### src/rtl/rtc_burst_pkg.sv
// Shared state encoding, strobe levels and defaults for the RTC burst reader.
// Optional feature macro used by the top: RTC_BURST_ECHO_ADDR_EN.
package rtc_burst_pkg;

  typedef enum logic [2:0] {
    ST_IDLE,
    ST_ADDR,
    ST_GAP_A,
    ST_READ,
    ST_GAP_R,
    ST_STORE,
    ST_FINISH
  } state_t;

  // RTC strobes and the address/data select all rest high
  localparam logic STROBE_IDLE = 1'b1;

  localparam int DEF_PULSE_W = 4;
  localparam int DEF_GAP_W   = 2;

  function automatic int clog2(input int value);
    int r;
    r = 0;
    while ((1 << r) < value) r++;
    return (r == 0) ? 1 : r;
  endfunction

endpackage

### src/rtl/rtc_bus_phase.sv
// Bus phase timer: loaded with the strobe or gap length, flags the last cycle
// of the phase so the burst FSM can step.
module rtc_bus_phase
  import rtc_burst_pkg::*;
#(
  parameter int PULSE_W = DEF_PULSE_W,
  parameter int GAP_W   = DEF_GAP_W
) (
  input  logic clk,
  input  logic reset,
  input  logic clear,
  input  logic load,
  input  logic load_gap,
  output logic phase_last
);

  localparam int LEN_MAX = (PULSE_W > GAP_W) ? PULSE_W : GAP_W;
  localparam int CNT_W   = clog2(LEN_MAX);
  localparam logic [CNT_W-1:0] PULSE_LOAD = CNT_W'(PULSE_W - 1);
  localparam logic [CNT_W-1:0] GAP_LOAD   = CNT_W'(GAP_W - 1);

  logic [CNT_W-1:0] cnt_reg;

  always_ff @(posedge clk or negedge reset) begin
    if (!reset) begin
      cnt_reg <= '0;
    end else if (clear) begin
      cnt_reg <= '0;
    end else if (load) begin
      cnt_reg <= load_gap ? GAP_LOAD : PULSE_LOAD;
    end else if (cnt_reg != '0) begin
      cnt_reg <= cnt_reg - CNT_W'(1);
    end
  end

  assign phase_last = (cnt_reg == '0);

endmodule

### src/rtl/rtc_burst_reader.sv
// Burst read sequencer: reads consecutive RTC registers over the muxed bus and
// writes them to consecutive RAM slots. Define RTC_BURST_ECHO_ADDR_EN to also store each address.
module rtc_burst_reader
  import rtc_burst_pkg::*;
#(
  parameter int MAX_REGS = 8,
  parameter int ADDR_W   = 8,
  parameter int DATA_W   = 8,
  parameter int RAM_AW   = 6,
  parameter int PULSE_W  = DEF_PULSE_W,
  parameter int GAP_W    = DEF_GAP_W
) (
  input  logic                            clk,
  input  logic                            reset,
  input  logic                            start,
  input  logic                            abort,
  input  logic [ADDR_W-1:0]               base_addr,
  input  logic [clog2(MAX_REGS+1)-1:0]    count,
  input  logic [RAM_AW-1:0]               ram_base,
  output logic                            busy,
  output logic                            done,
  output logic                            a_d,
  output logic                            cs,
  output logic                            rd,
  output logic                            wr,
  output logic [DATA_W-1:0]               ad_out,
  output logic                            ad_oe,
  input  logic [DATA_W-1:0]               ad_in,
  output logic [RAM_AW-1:0]               ram_addr,
  output logic [DATA_W-1:0]               ram_wdata,
  output logic                            ram_we
);

  localparam int CW = clog2(MAX_REGS + 1);
  localparam logic [CW-1:0] MAX_CNT = CW'(MAX_REGS);

`ifdef RTC_BURST_ECHO_ADDR_EN
  localparam bit ECHO_ADDR = 1'b1;
`else
  localparam bit ECHO_ADDR = 1'b0;
`endif

  state_t              state_reg;
  logic [ADDR_W-1:0]   addr_reg;
  logic [RAM_AW-1:0]   ram_base_reg;
  logic [CW-1:0]       cnt_reg;
  logic [CW-1:0]       idx_reg;
  logic [DATA_W-1:0]   data_reg;
  logic                half_reg;
  logic                busy_reg;
  logic                done_reg;
  logic                a_d_reg;
  logic                cs_reg;
  logic                rd_reg;
  logic                wr_reg;
  logic [DATA_W-1:0]   ad_out_reg;
  logic                ad_oe_reg;

  logic [CW-1:0]       count_eff;
  logic [CW-1:0]       idx_next;
  logic                idx_last;
  logic                store_last;
  logic                aborting;
  logic                phase_clear;
  logic                phase_load;
  logic                phase_gap;
  logic                phase_last;

  assign count_eff  = (count > MAX_CNT) ? MAX_CNT : count;
  assign idx_next   = idx_reg + CW'(1);
  assign idx_last   = (idx_next >= cnt_reg);
  assign store_last = ECHO_ADDR ? half_reg : 1'b1;
  assign aborting   = abort && (state_reg != ST_IDLE);

  rtc_bus_phase #(
    .PULSE_W (PULSE_W),
    .GAP_W   (GAP_W)
  ) u_phase (
    .clk        (clk),
    .reset      (reset),
    .clear      (phase_clear),
    .load       (phase_load),
    .load_gap   (phase_gap),
    .phase_last (phase_last)
  );

  always_comb begin
    phase_clear = 1'b0;
    phase_load  = 1'b0;
    phase_gap   = 1'b0;
    if (aborting) begin
      phase_clear = 1'b1;
    end else begin
      case (state_reg)
        ST_IDLE:  phase_load = start && !busy_reg;
        ST_ADDR:  begin phase_load = phase_last; phase_gap = 1'b1; end
        ST_GAP_A: phase_load = phase_last;
        ST_READ:  begin phase_load = phase_last; phase_gap = 1'b1; end
        ST_STORE: phase_load = store_last && !idx_last;
        default:  phase_load = 1'b0;
      endcase
    end
  end

  // Pins are registered from the current state, so they trail the FSM by one cycle
  always_ff @(posedge clk or negedge reset) begin
    if (!reset) begin
      state_reg    <= ST_IDLE;
      addr_reg     <= '0;
      ram_base_reg <= '0;
      cnt_reg      <= '0;
      idx_reg      <= '0;
      data_reg     <= '0;
      half_reg     <= 1'b0;
      busy_reg     <= 1'b0;
      done_reg     <= 1'b0;
      a_d_reg      <= STROBE_IDLE;
      cs_reg       <= STROBE_IDLE;
      rd_reg       <= STROBE_IDLE;
      wr_reg       <= STROBE_IDLE;
      ad_out_reg   <= '0;
      ad_oe_reg    <= 1'b0;
    end else if (aborting) begin
      state_reg <= ST_IDLE;
      idx_reg   <= '0;
      half_reg  <= 1'b0;
      busy_reg  <= 1'b0;
      done_reg  <= 1'b0;
      a_d_reg   <= STROBE_IDLE;
      cs_reg    <= STROBE_IDLE;
      rd_reg    <= STROBE_IDLE;
      wr_reg    <= STROBE_IDLE;
      ad_oe_reg <= 1'b0;
    end else begin
      busy_reg  <= (state_reg != ST_IDLE);
      done_reg  <= (state_reg == ST_FINISH);
      a_d_reg   <= (state_reg != ST_ADDR);
      cs_reg    <= !((state_reg == ST_ADDR) || (state_reg == ST_READ));
      wr_reg    <= (state_reg != ST_ADDR);
      rd_reg    <= (state_reg != ST_READ);
      ad_oe_reg <= (state_reg == ST_ADDR);
      if (state_reg == ST_ADDR) ad_out_reg <= DATA_W'(addr_reg);
      // Sampled every cycle rd is low; the last sample is the one stored
      if (!rd_reg) data_reg <= ad_in;

      case (state_reg)
        ST_IDLE: begin
          if (start && !busy_reg) begin
            addr_reg     <= base_addr;
            ram_base_reg <= ram_base;
            cnt_reg      <= count_eff;
            idx_reg      <= '0;
            half_reg     <= 1'b0;
            state_reg    <= (count_eff == '0) ? ST_FINISH : ST_ADDR;
          end
        end
        ST_ADDR:  if (phase_last) state_reg <= ST_GAP_A;
        ST_GAP_A: if (phase_last) state_reg <= ST_READ;
        ST_READ:  if (phase_last) state_reg <= ST_GAP_R;
        ST_GAP_R: if (phase_last) state_reg <= ST_STORE;
        ST_STORE: begin
          if (!store_last) begin
            half_reg <= 1'b1;
          end else begin
            half_reg  <= 1'b0;
            idx_reg   <= idx_next;
            addr_reg  <= addr_reg + ADDR_W'(1);
            state_reg <= idx_last ? ST_FINISH : ST_ADDR;
          end
        end
        ST_FINISH: state_reg <= ST_IDLE;
        default:   state_reg <= ST_IDLE;
      endcase
    end
  end

  always_comb begin
    ram_we    = 1'b0;
    ram_addr  = '0;
    ram_wdata = '0;
    if (state_reg == ST_STORE) begin
      ram_we = 1'b1;
      if (ECHO_ADDR) begin
        ram_addr  = ram_base_reg + RAM_AW'({idx_reg, half_reg});
        ram_wdata = half_reg ? data_reg : DATA_W'(addr_reg);
      end else begin
        ram_addr  = ram_base_reg + RAM_AW'(idx_reg);
        ram_wdata = data_reg;
      end
    end
  end

  assign busy   = busy_reg;
  assign done   = done_reg;
  assign a_d    = a_d_reg;
  assign cs     = cs_reg;
  assign rd     = rd_reg;
  assign wr     = wr_reg;
  assign ad_out = ad_out_reg;
  assign ad_oe  = ad_oe_reg;

endmodule

### config.mk
export PLATFORM = sky130hd
export DESIGN_NAME = rtc_burst_reader
export DESIGN_NICKNAME = d
export VERILOG_FILES = /design/src/rtl/rtc_burst_pkg.sv /design/src/rtl/rtc_bus_phase.sv /design/src/rtl/rtc_burst_reader.sv
export SDC_FILE = /design/constraint.sdc
export NUM_CORES = 1
export LEC_CHECK = 0
export CORE_MARGIN = 3
export CORE_UTILIZATION = 40
export CTS_BUF_LIST = sky130_fd_sc_hd__clkbuf_4
export CTS_CLUSTER_SIZE = 25
export DETAILED_ROUTE_END_ITERATION = 10
export PLACE_DENSITY = 0.7
export SLEW_MARGIN = 15
export SYNTH_ARGS = -nofsm -noshare
export SYNTH_HDL_FRONTEND = slang
export SYNTH_HIERARCHICAL = 1
export SYNTH_SLANG_ARGS = --single-unit
export TNS_END_PERCENT = 1
### constraint.sdc
create_clock -name clk -period 7.23 [get_ports clk]
set_clock_uncertainty 0.2 [all_clocks]
set_input_delay 1.446 -clock clk [delete_from_list [all_inputs] [get_ports clk]]
set_output_delay 1.446 -clock clk [all_outputs]
set_load 0.005 [all_outputs]
==> results.md, run 1 <==
* Status: finished clean
* Final Net Count at roughly 350
* Max clock buf depth at 2
* Asr flop ratio synth at 100%
* Total power at approximately 1.1 mW
* Achievable Freq at ~240 MHz
* Seq/Total Area, Yosys at 46.1%
* Initial antenna violation count at 0
* Resize count post-CTS at 0
* Std cell rows at 29
* Cts bufs inserted at 5
* # setup viols final at 0
* Syn avg cell area at 10.5 um^2
* Logic pwr share at 43.4%
* Post-CTS Setup Repair Bufs at 0
* Most frequent cells in the layout: clkdlybuf4s50_1 (58), dfrtp_1 (46), nor2_1 (19), nand2_1 (19), mux2_2 (19)
* GR Util met2 at 25.1%
* RR Startpoint: idx_reg[0]
* M1 GR Usage at about a fifth
* Sequential Power Share at 45.5%
* Slowest stage cell, crit path: dfrtp_1
* CTS tree: done
* Class of the worst hold path: reg -> reg
* Clk_lat worst skew at 0.36 ns
* DIE AREA at between 7000 and 8000 um^2
* Placed Cells incl. Taps at 381
* Gate Count Post-Synth at 255
* Critical Path RT at 5.58 ns
* GRT Max-Usage Layer: met2
* # hold bufs at CTS at 0
* Tot GR Track Use at 15.6%
* Area grow syn2layout at 25.3%
* Die Width at ~90 um
* Share of the synthesized area in the top cell type at a little over two fifths
* Internal at 668 uW
* Final Hold Fails at 0
* Initial DRC count at between 60 and 70
* Slew @ Worst Pin at 0.775 ns
* Final period util at 57.4%
* Sw Ratio at 37.0%
* Peak supply drop at 0.126 mV
* Initial Util at 41.6%
* CP endpoint kind: output pin
* Power Dens Cells at about 320 nW/um^2
* CP Depth at 4
* Setup crit end: ram_we
* Antenna Nets Post-Route at 0
* Num Clock Sinks at 49
* Die Span Y at ~90 um
* Leak at 1.47 nW
* Worst Setup SP: state_reg[0]
* GR Overflow Total at 0
* Clock power share at 11.1%
* Port Buf Inserts at 59
* Main area contributors after synthesis: dfrtp_1 (43%), mux2_2 (8.0%), ha_1 (5.2%), o21ai_0 (3.4%), dfstp_2 (3.0%)
* Vias per cell at 5.17
* DRC errors left at 0
* Layout cell share with drive strength beyond 1 at 14.7%
* Setup TNS at 0 ns
* Reg2reg setup slack at ~4.6 ns
* Post-Syn Area at ~2700 um^2
* CP delay by family, top: buffers and inverters
* Sw Pwr at approximately 390 uW
* HPWL Detailed at 4130 um
* Clock slew at reported path FFs at 0.13 ns
* Root Driver: clkbuf_4
* Yosys reg bits at 49
* Post-synth EDFFs at 0
* Routability congestion estimate at 0.804
* Non-Filler Instances at ~390
* Synth area leader: dfrtp_1
* Reg2reg path depth at 9
* Worst r2r dst: u_phase/cnt_reg[1]
* Crit-path max FO at 17
* Final Cell Area at 3350 um^2
* Core ar. at 6420 um^2
* Antenna diodes at 0
* Crit path DAT at 2.50 ns
* CP peak stage delay at 0.60 ns
* RSZ-0062 raised after global routing: no
* Vias in the first global route at a little over 2,000
* Crit Path Class: reg -> out
* Slew Limit Fails at 0
* Hold_ws at 0.303 ns
* H-tree depth at 2
* Crit path buf inv count at 2
* Total routed wirelength at 5570 um
* Router iterations before antenna repair at 4
* Post-synthesis cell type count at 53
* Worst Min Path Start: cnt_reg[1]
* GRT met3 Usage at 3.95%
* Net Count, Synth at between 200 and 300
* Vias at 2,010
* # Max-Cap Violations at 0
* WL/cell at approximately 14 um
* Ys Warns at 6
* Max-slew headroom at 48.3%
* CP startpoint kind: register
* Post-Place Cell Area at ~3300 um^2
* Min Tclk post-route at a little over 4 ns
* I/O pin total at 60
* Ys flop type: dfrtp_1
* Largest net degree at the start of global routing at 50
* Most common cell after layout, fill and taps aside: clkdlybuf4s50_1
* First-pass GRT wire length at 9540 um
* Crit-path cells: nor2b_4 > nand2_2 > inv_2 > clkdlybuf4s50_1
## logic make-up after synthesis
kind of cell	Yosys count	share of synthesized area, %
simple gates	86	17.8
flops	49	46.1
mux	24	10.1
fa+ha+maj	12	5.90
compound gates	55	14.1
buf+inv	23	4.08
xor+xnor	6	1.97
## metrics by stage
| step | utilization (%) | worst slack (ns) |
|---|---|---|
| after floorplan | - | 4.05 |
| after global placement | 51.3 | 3.52 |
| after detailed placement | 51.3 | 3.49 |
| after CTS | 52.1 | 3.07 |
| after global routing | 52.1 | 2.90 |
| final | 52.1 | 3.08 |
## routing by layer
metal	part of all wire, %	routed length, um	vias to the layer above
li1	-	-	1013
met1	47	2600	951
met2	48	2670	41
met3	4.4	246	5
met4	0.97	54	0
met5	0	0	-
## worst reg2reg max path, cell delays in order (launching register included)
cell	delay, ns
dfrtp_1	0.46
ha_1	0.26
xor2_1	0.18
ha_1	0.28
nor3_1	0.22
a211o_1	0.18
a31oi_1	0.09
o32ai_1	0.26
or3b_1	0.42
o41ai_2	0.06
## how the worst min path moves through the flow
stage                     slack (ns)    endpoint  cells past startpoint
after floorplan                 0.25  cnt_reg[1]                      2
after global placement          0.27  cnt_reg[1]                      2
after detailed placement        0.27  cnt_reg[1]                      2
after CTS                       0.30  cnt_reg[1]                      2
after global routing            0.33   ad_out[7]                      1
final                           0.30  cnt_reg[1]                      2
## cell type report
class | instances | area, um^2
Timing Repair Buffer | 60 | 593
Clock inverter | 3 | 12.5
Sequential cell | 49 | 1230
Multi-Input combinational cell | 183 | 1330
Fill cell | 610 | 3080
Tap cell | 77 | 96.3
Inverter | 12 | 45.0
Clock buffer | 5 | 37.5
## synthesized netlist by cell type (all sizes together), types with 3 or more instances
library cell	n
buf	8
nor2b	5
nand2	21
clkbuf	3
nand3	8
nor3	7
o22ai	4
nor2	21
a31oi	3
a22oi	3
mux2	23
ha	11
dfstp	3
a21oi	12
and3	12
inv	12
dfrtp	46
o21ai	19
nand2b	4
xor2	4
## power by group through the flow
| stage | clock (mW) | sequential [mW] | combinational (mW) |
|---|---|---|---|
| detailed placement | 0 | 0.489 | 0.464 |
| floorplan | 0 | 0.456 | 0.340 |
| CTS | 0.125 | 0.483 | 0.466 |
| finish | 0.118 | 0.482 | 0.460 |
| global route | 0.136 | 0.501 | 0.519 |
| global placement | 0 | 0.485 | 0.450 |
No activity file was read; power rests on OpenSTA's default activity.
==> run 2: changes to the inputs <==
Settings changed: PLACE_DENSITY 0.7 to 0.72.
Clock period 7.23 ns to 3.8 ns, I/O delays scaled along.
==> results.md, run 2 (synthesized netlist as in run 1, its figures left out) <==
* Status: finished clean
* Critical Path RT at 2.84 ns (-2.74 ns)
* Area grow syn2layout at 26.7%
* Core ar. at 6420 um^2 (unchanged)
* Routability congestion estimate at 0.806 (+0.21%)
* Class of the worst hold path: in -> async
* RSZ-0062 raised after global routing: no
* Antenna Nets Post-Route at 0 (unchanged)
* Max-slew headroom at 48.9% (+0.59 points)
* Final period util at 90.2%
* Most common cell after layout, fill and taps aside: clkdlybuf4s50_1
* Initial Util at 41.6% (unchanged)
* Slew @ Worst Pin at 0.767 ns (-0.00889 ns)
* Crit path DAT at 2.47 ns (-0.03 ns)
* # setup viols final at 0 (unchanged)
* Die Span Y at 87.7 um (unchanged)
* Vias per cell at 5.33 (+3.2%)
* Clk_lat worst skew at 0.35 ns (about the same)
* Total power at 2.09 mW (+97%)
* Port Buf Inserts at 59 (unchanged)
* Final Net Count at 354 (+0.28%)
* FF+latch area at 1230 um^2 (unchanged)
* CTS tree: done
* CP delay by family, top: adder cells
* Post-CTS Setup Repair Bufs at 0 (unchanged)
* Most frequent cells in the layout: clkdlybuf4s50_1 (58), dfrtp_1 (46), nor2_1 (19), nand2_1 (19), mux2_2 (19)
* Worst r2r dst: u_phase/cnt_reg[1]
* Resize count post-CTS at 0 (unchanged)
* Vias at 2,079 (+3.4%)
* Crit Path Class: reg -> out
* H-tree depth at 2 (unchanged)
* Cts bufs inserted at 5 (unchanged)
* # hold bufs at CTS at 0 (unchanged)
* # Max-Cap Violations at 0 (unchanged)
* DRC errors left at 0 (unchanged)
* Reg2reg path depth at 9 (unchanged)
* Area of the multi-input gates at 1330 um^2 (unchanged)
* Peak supply drop at 0.216 mV (+71%)
* Tot GR Track Use at 15.8% (+0.22 points)
* Vias in the first global route at 2,069 (+2.0%)
* Crit-path cells: ha_1 > fa_1 > a21o_1 > a21oi_1 > xor2_1 > nor2_1 > clkdlybuf4s50_1
* Largest net degree at the start of global routing at 36 (-28%)
* Min Tclk post-route at around 3.4 ns
* Final Hold Fails at 0 (unchanged)
* Clock slew at reported path FFs at 0.13 ns (about the same)
* Filler instances at 562 (-7.9%)
* Num Clock Sinks at 49 (unchanged)
* Die Width at 87.7 um (unchanged)
* Slew Limit Fails at 0 (unchanged)
* GR Overflow Total at 0 (unchanged)
* Power Dens Cells at 617 nW/um^2 (+95%)
* Antenna diodes at 0 (unchanged)
* Setup TNS at 0 ns (unchanged)
* Layout cell share with drive strength beyond 1 at 15.3% (+0.59 points)
* Total routed wirelength at 5560 um (-0.20%)
* DIE AREA at 7690 um^2 (unchanged)
* Slowest stage cell, crit path: clkdlybuf4s50_1
* Max clock buf depth at 2 (unchanged)
* Leak at 1.49 nW (+1.3%)
* CP startpoint kind: register
* Std cell rows at 29 (unchanged)
* Reg2reg setup slack at 1.14 ns (-3.41 ns)
* WL/cell at 14.2 um (-0.45%)
* RR Startpoint: idx_reg[0]
* Root Driver: clkbuf_4
* Router iterations before antenna repair at 4 (unchanged)
* Initial antenna violation count at 0 (unchanged)
* First-pass GRT wire length at 9600 um (+0.72%)
* Initial DRC count at 102 (+59%)
* CP endpoint kind: output pin
* I/O pin total at 60 (unchanged)
* Achievable Freq at around 290 MHz
* Crit-path max FO at 6 (-11)
* Crit path buf inv count at 1 (-1)
* HPWL Detailed at 4230 um (+2.6%)
* CP peak stage delay at 0.51 ns (-0.09 ns)
-- run 2: changes by cell type in the layout (fill, tap and decap cells not counted) --
cell	change
buf_4	+1
bufinv_16	+1
clkbuf_4	+1
clkinv_1	-1
clkinv_2	-1
-- run 2: final cells by class --
type | count | share of cell area (%)
multi-input cells | 183 | 39.4
repair buffers | 61 | 17.8
clock buffers | 6 | 1.33
clock inverters | 2 | 0.999
well taps | 77 | 2.85
inverters | 12 | 1.33
flip-flops and latches | 49 | 36.4
-- run 2: power by group --
group          switching [mW]  leakage (nW)  internal (mW)
clock network           0.153        0.0433          0.144
logic                   0.414         0.849          0.467
registers               0.170         0.599          0.737
-- run 2: worst max-delay path by stage --
| stage | from | to | slack, ns | cells past startpoint |
|---|---|---|---|---|
| after floorplan | idx_reg[0] | ram_addr[4] | 1.31 | 6 |
| after global placement | idx_reg[0] | ram_addr[4] | 0.79 | 7 |
| after detailed placement | idx_reg[0] | ram_addr[4] | 0.75 | 7 |
| after CTS | idx_reg[0] | ram_addr[4] | 0.32 | 7 |
| after global routing | state_reg[0] | ram_we | 0.21 | 4 |
| final | idx_reg[0] | ram_addr[4] | 0.37 | 7 |
-- run 2: routing by layer --
layer	part of all wire [%]	vias up	global-route usage, %
met2	49	44	26.0
met3	4.3	7	3.67
met1	45	1010	20.5
met5	0	-	0
met4	1.4	0	5.02
li1	-	1018	-
-- run 2: per-stage QoR --
| step | worst slack (ns) | util [%] | area, um^2 | cells | hold WS [ns] |
|---|---|---|---|---|---|
| after global routing | 0.209 | 52.7 | 3380 | 390 | 0.303 |
| after CTS | 0.324 | 52.7 | 3380 | 390 | 0.276 |
| final | 0.374 | 52.7 | 3380 | 390 | 0.258 |
| after floorplan | 1.31 | - | 2670 | 255 | 0.249 |
| after detailed placement | 0.754 | 51.4 | 3300 | 382 | 0.278 |
| after global placement | 0.785 | 51.4 | 3300 | 382 | 0.265 |
-- run 2: worst register-to-register path: stages, from the launching register on --
cell and delay [ns]:
dfrtp_1 0.46, ha_1 0.26, xor2_1 0.18, ha_1 0.28, nor3_1 0.20, a211o_1 0.16
a31oi_1 0.09, o32ai_1 0.27, or3b_1 0.41, o41ai_2 0.06
==> run 3: changes to the inputs <==
Settings changed: CORE_ASPECT_RATIO from default to 1.75, CORE_MARGIN 3 to 4.
==> results.md, run 3 (synthesized netlist as in run 1, its figures left out) <==
* Reg2reg setup slack at 1.09 ns (-0.05 ns)
* Setup slack at placement at 0.724 ns (-0.0292 ns)
* Worst r2r dst: u_phase/cnt_reg[1]
* Largest net degree at the start of global routing at 50 (+39%)
* DIE AREA at 8100 um^2 (+5.3%)
* Final WS setup at 0.312 ns (-0.0619 ns)
* Cts bufs inserted at 5 (unchanged)
* Slew @ Worst Pin at 0.628 ns (-0.138 ns)
* Final period util at 91.8% (+1.6 points)
* Internal at 1.28 mW (-5.3%)
* # setup viols final at 0 (unchanged)
* Sequential Power Share at 44.5% (+1.0 points)
* Crit Path Class: reg -> out
* GRT Max-Usage Layer: met2
* Initial Util at 41.1% (-0.43 points)
* CP delay by family, top: adder cells
* Clock slew at reported path FFs at 0.16 ns (+0.03 ns)
* CP startpoint kind: register
* Std cell rows at 39 (+34%)
* Sw Pwr at 772 uW (+4.7%)
* Crit path buf inv count at 1 (unchanged)
* Routability congestion estimate at 0.794 (-1.5%)
* Port Buf Inserts at 59 (unchanged)
* Resize count post-CTS at 0 (unchanged)
* RR Startpoint: idx_reg[1]
* Logic pwr share at 43.3% (+1.0 points)
* Total routed wirelength at 5930 um (+6.7%)
* Vias in the first global route at 2,128 (+2.9%)
* Class of the worst hold path: in -> async
* GRT met3 Usage at 2.86% (-0.80 points)
* Router iterations before antenna repair at 4 (unchanged)
* Area grow syn2layout at 26.1%
* Initial DRC count at 97 (-4.9%)
* Die Span Y at 116 um (+32%)
* Most common cell after layout, fill and taps aside: clkdlybuf4s50_1
* Filler instances at 613 (+9.1%)
* DRC errors left at 0 (unchanged)
* Root Driver: clkbuf_4
* Layout cell share with drive strength beyond 1 at 15.4% (+0.049 points)
* Non-Filler Instances at 395 (+1.3%)
* Vias at 2,082 (+0.14%)
* Most frequent cells in the layout: clkdlybuf4s50_1 (58), dfrtp_1 (46), nor2_1 (19), nand2_1 (19), mux2_2 (19)
* Crit path DAT at 2.53 ns (+0.06 ns)
* Clock power share at 12.2% (-2.1 points)
* Crit-path max FO at 6 (unchanged)
* CP Depth at 7 (unchanged)
* Vias per cell at 5.27 (-1.1%)
* Slowest stage cell, crit path: clkdlybuf4s50_1
* Num Clock Sinks at 49 (unchanged)
* Clk_lat worst skew at 0.38 ns (+0.03 ns)
* Total power at 2.05 mW (-1.8%)
* CTS tree: done
* GR Overflow Total at 0 (unchanged)
* Critical Path RT at 2.84 ns (about the same)
* Tot GR Track Use at 15.4% (-0.37 points)
* Setup TNS at 0 ns (unchanged)
* Leak at 1.48 nW (-1.0%)
* CP peak stage delay at 0.51 ns (about the same)
* Max clock buf depth at 2 (unchanged)
* H-tree depth at 2 (unchanged)
* Achievable Freq at 287 MHz (-1.8%)
* Sw Ratio at 37.7% (+2.3 points)
* Core ar. at 6490 um^2 (+1.1%)
* Final Net Count at 353 (-0.28%)
* Status: finished clean
* First-pass GRT wire length at 9890 um (+2.9%)
* Hold_ws at 0.180 ns (-0.0789 ns)
* Reg2reg path depth at 9 (unchanged)
* Power Dens Cells at 609 nW/um^2 (-1.3%)
* Post-CTS Setup Repair Bufs at 0 (unchanged)
* WL/cell at 15.0 um (+5.4%)
* Slew Limit Fails at 0 (unchanged)
* # hold bufs at CTS at 0 (unchanged)
* Initial antenna violation count at 1 (+1)
* Crit-path cells: ha_1 > fa_1 > a21o_1 > a21oi_1 > xor2_1 > nor2_1 > clkdlybuf4s50_1
* # Max-Cap Violations at 0 (unchanged)
* RSZ-0062 raised after global routing: no
* Final Hold Fails at 0 (unchanged)
* GR Util met2 at 29.3% (+3.3 points)
* Worst Setup SP: idx_reg[0]
* Placed Cells incl. Taps at 386 (+1.0%)
* Max-slew headroom at 58.1% (+9.2 points)
* Min Tclk post-route at 3.49 ns (+0.0619 ns)
* I/O pin total at 60 (unchanged)
* CP endpoint kind: output pin
* Die Width at 69.8 um (-20%)
* M1 GR Usage at 16.1% (-4.4 points)
* Antenna Nets Post-Route at 0 (unchanged)
* HPWL Detailed at 4490 um (+6.0%)
* Peak supply drop at 0.272 mV (+26%)
run 3: final cells by class:
type	count	area, um^2	share of cell area [%]
clock buffer	5	37.5	1.12
inverter	12	45.0	1.34
multi-input combinational	183	1330	39.6
clock inverter	3	21.3	0.632
tap	82	103	3.05
sequential	49	1230	36.5
antenna	1	2.50	0.0743
timing repair buffer	60	596	17.7
run 3: worst max-delay path by stage:
stage	endpoint	slack [ns]
floorplan	ram_addr[4]	1.31
global placement	ram_addr[4]	0.77
detailed placement	ram_addr[4]	0.72
CTS	ram_addr[4]	0.28
global route	ram_addr[4]	0.17
finish	ram_addr[4]	0.31
run 3: power groups by stage:
stage | clock [mW] | combinational [mW] | sequential (mW)
2_1_floorplan | 0 | 0.647 | 0.868
3_3_place_gp | 0 | 0.871 | 0.915
3_5_place_dp | 0 | 0.899 | 0.929
4_1_cts | 0.259 | 0.900 | 0.916
5_1_grt | 0.279 | 0.998 | 0.947
6_report | 0.250 | 0.887 | 0.912
run 3: per-stage QoR:
step                      util (%)  instance area [um^2]
after detailed placement      50.9                  3300
after floorplan                  -                  2670
after global placement        50.9                  3300
after CTS                     51.8                  3360
final                         51.9                  3370
after global routing          51.9                  3370
run 3: routing by layer:
layer | up-vias | wire length [um]
met4 | 0 | 127
met3 | 8 | 203
met1 | 1029 | 2150
met5 | - | 0
li1 | 1013 | -
met2 | 32 | 3450
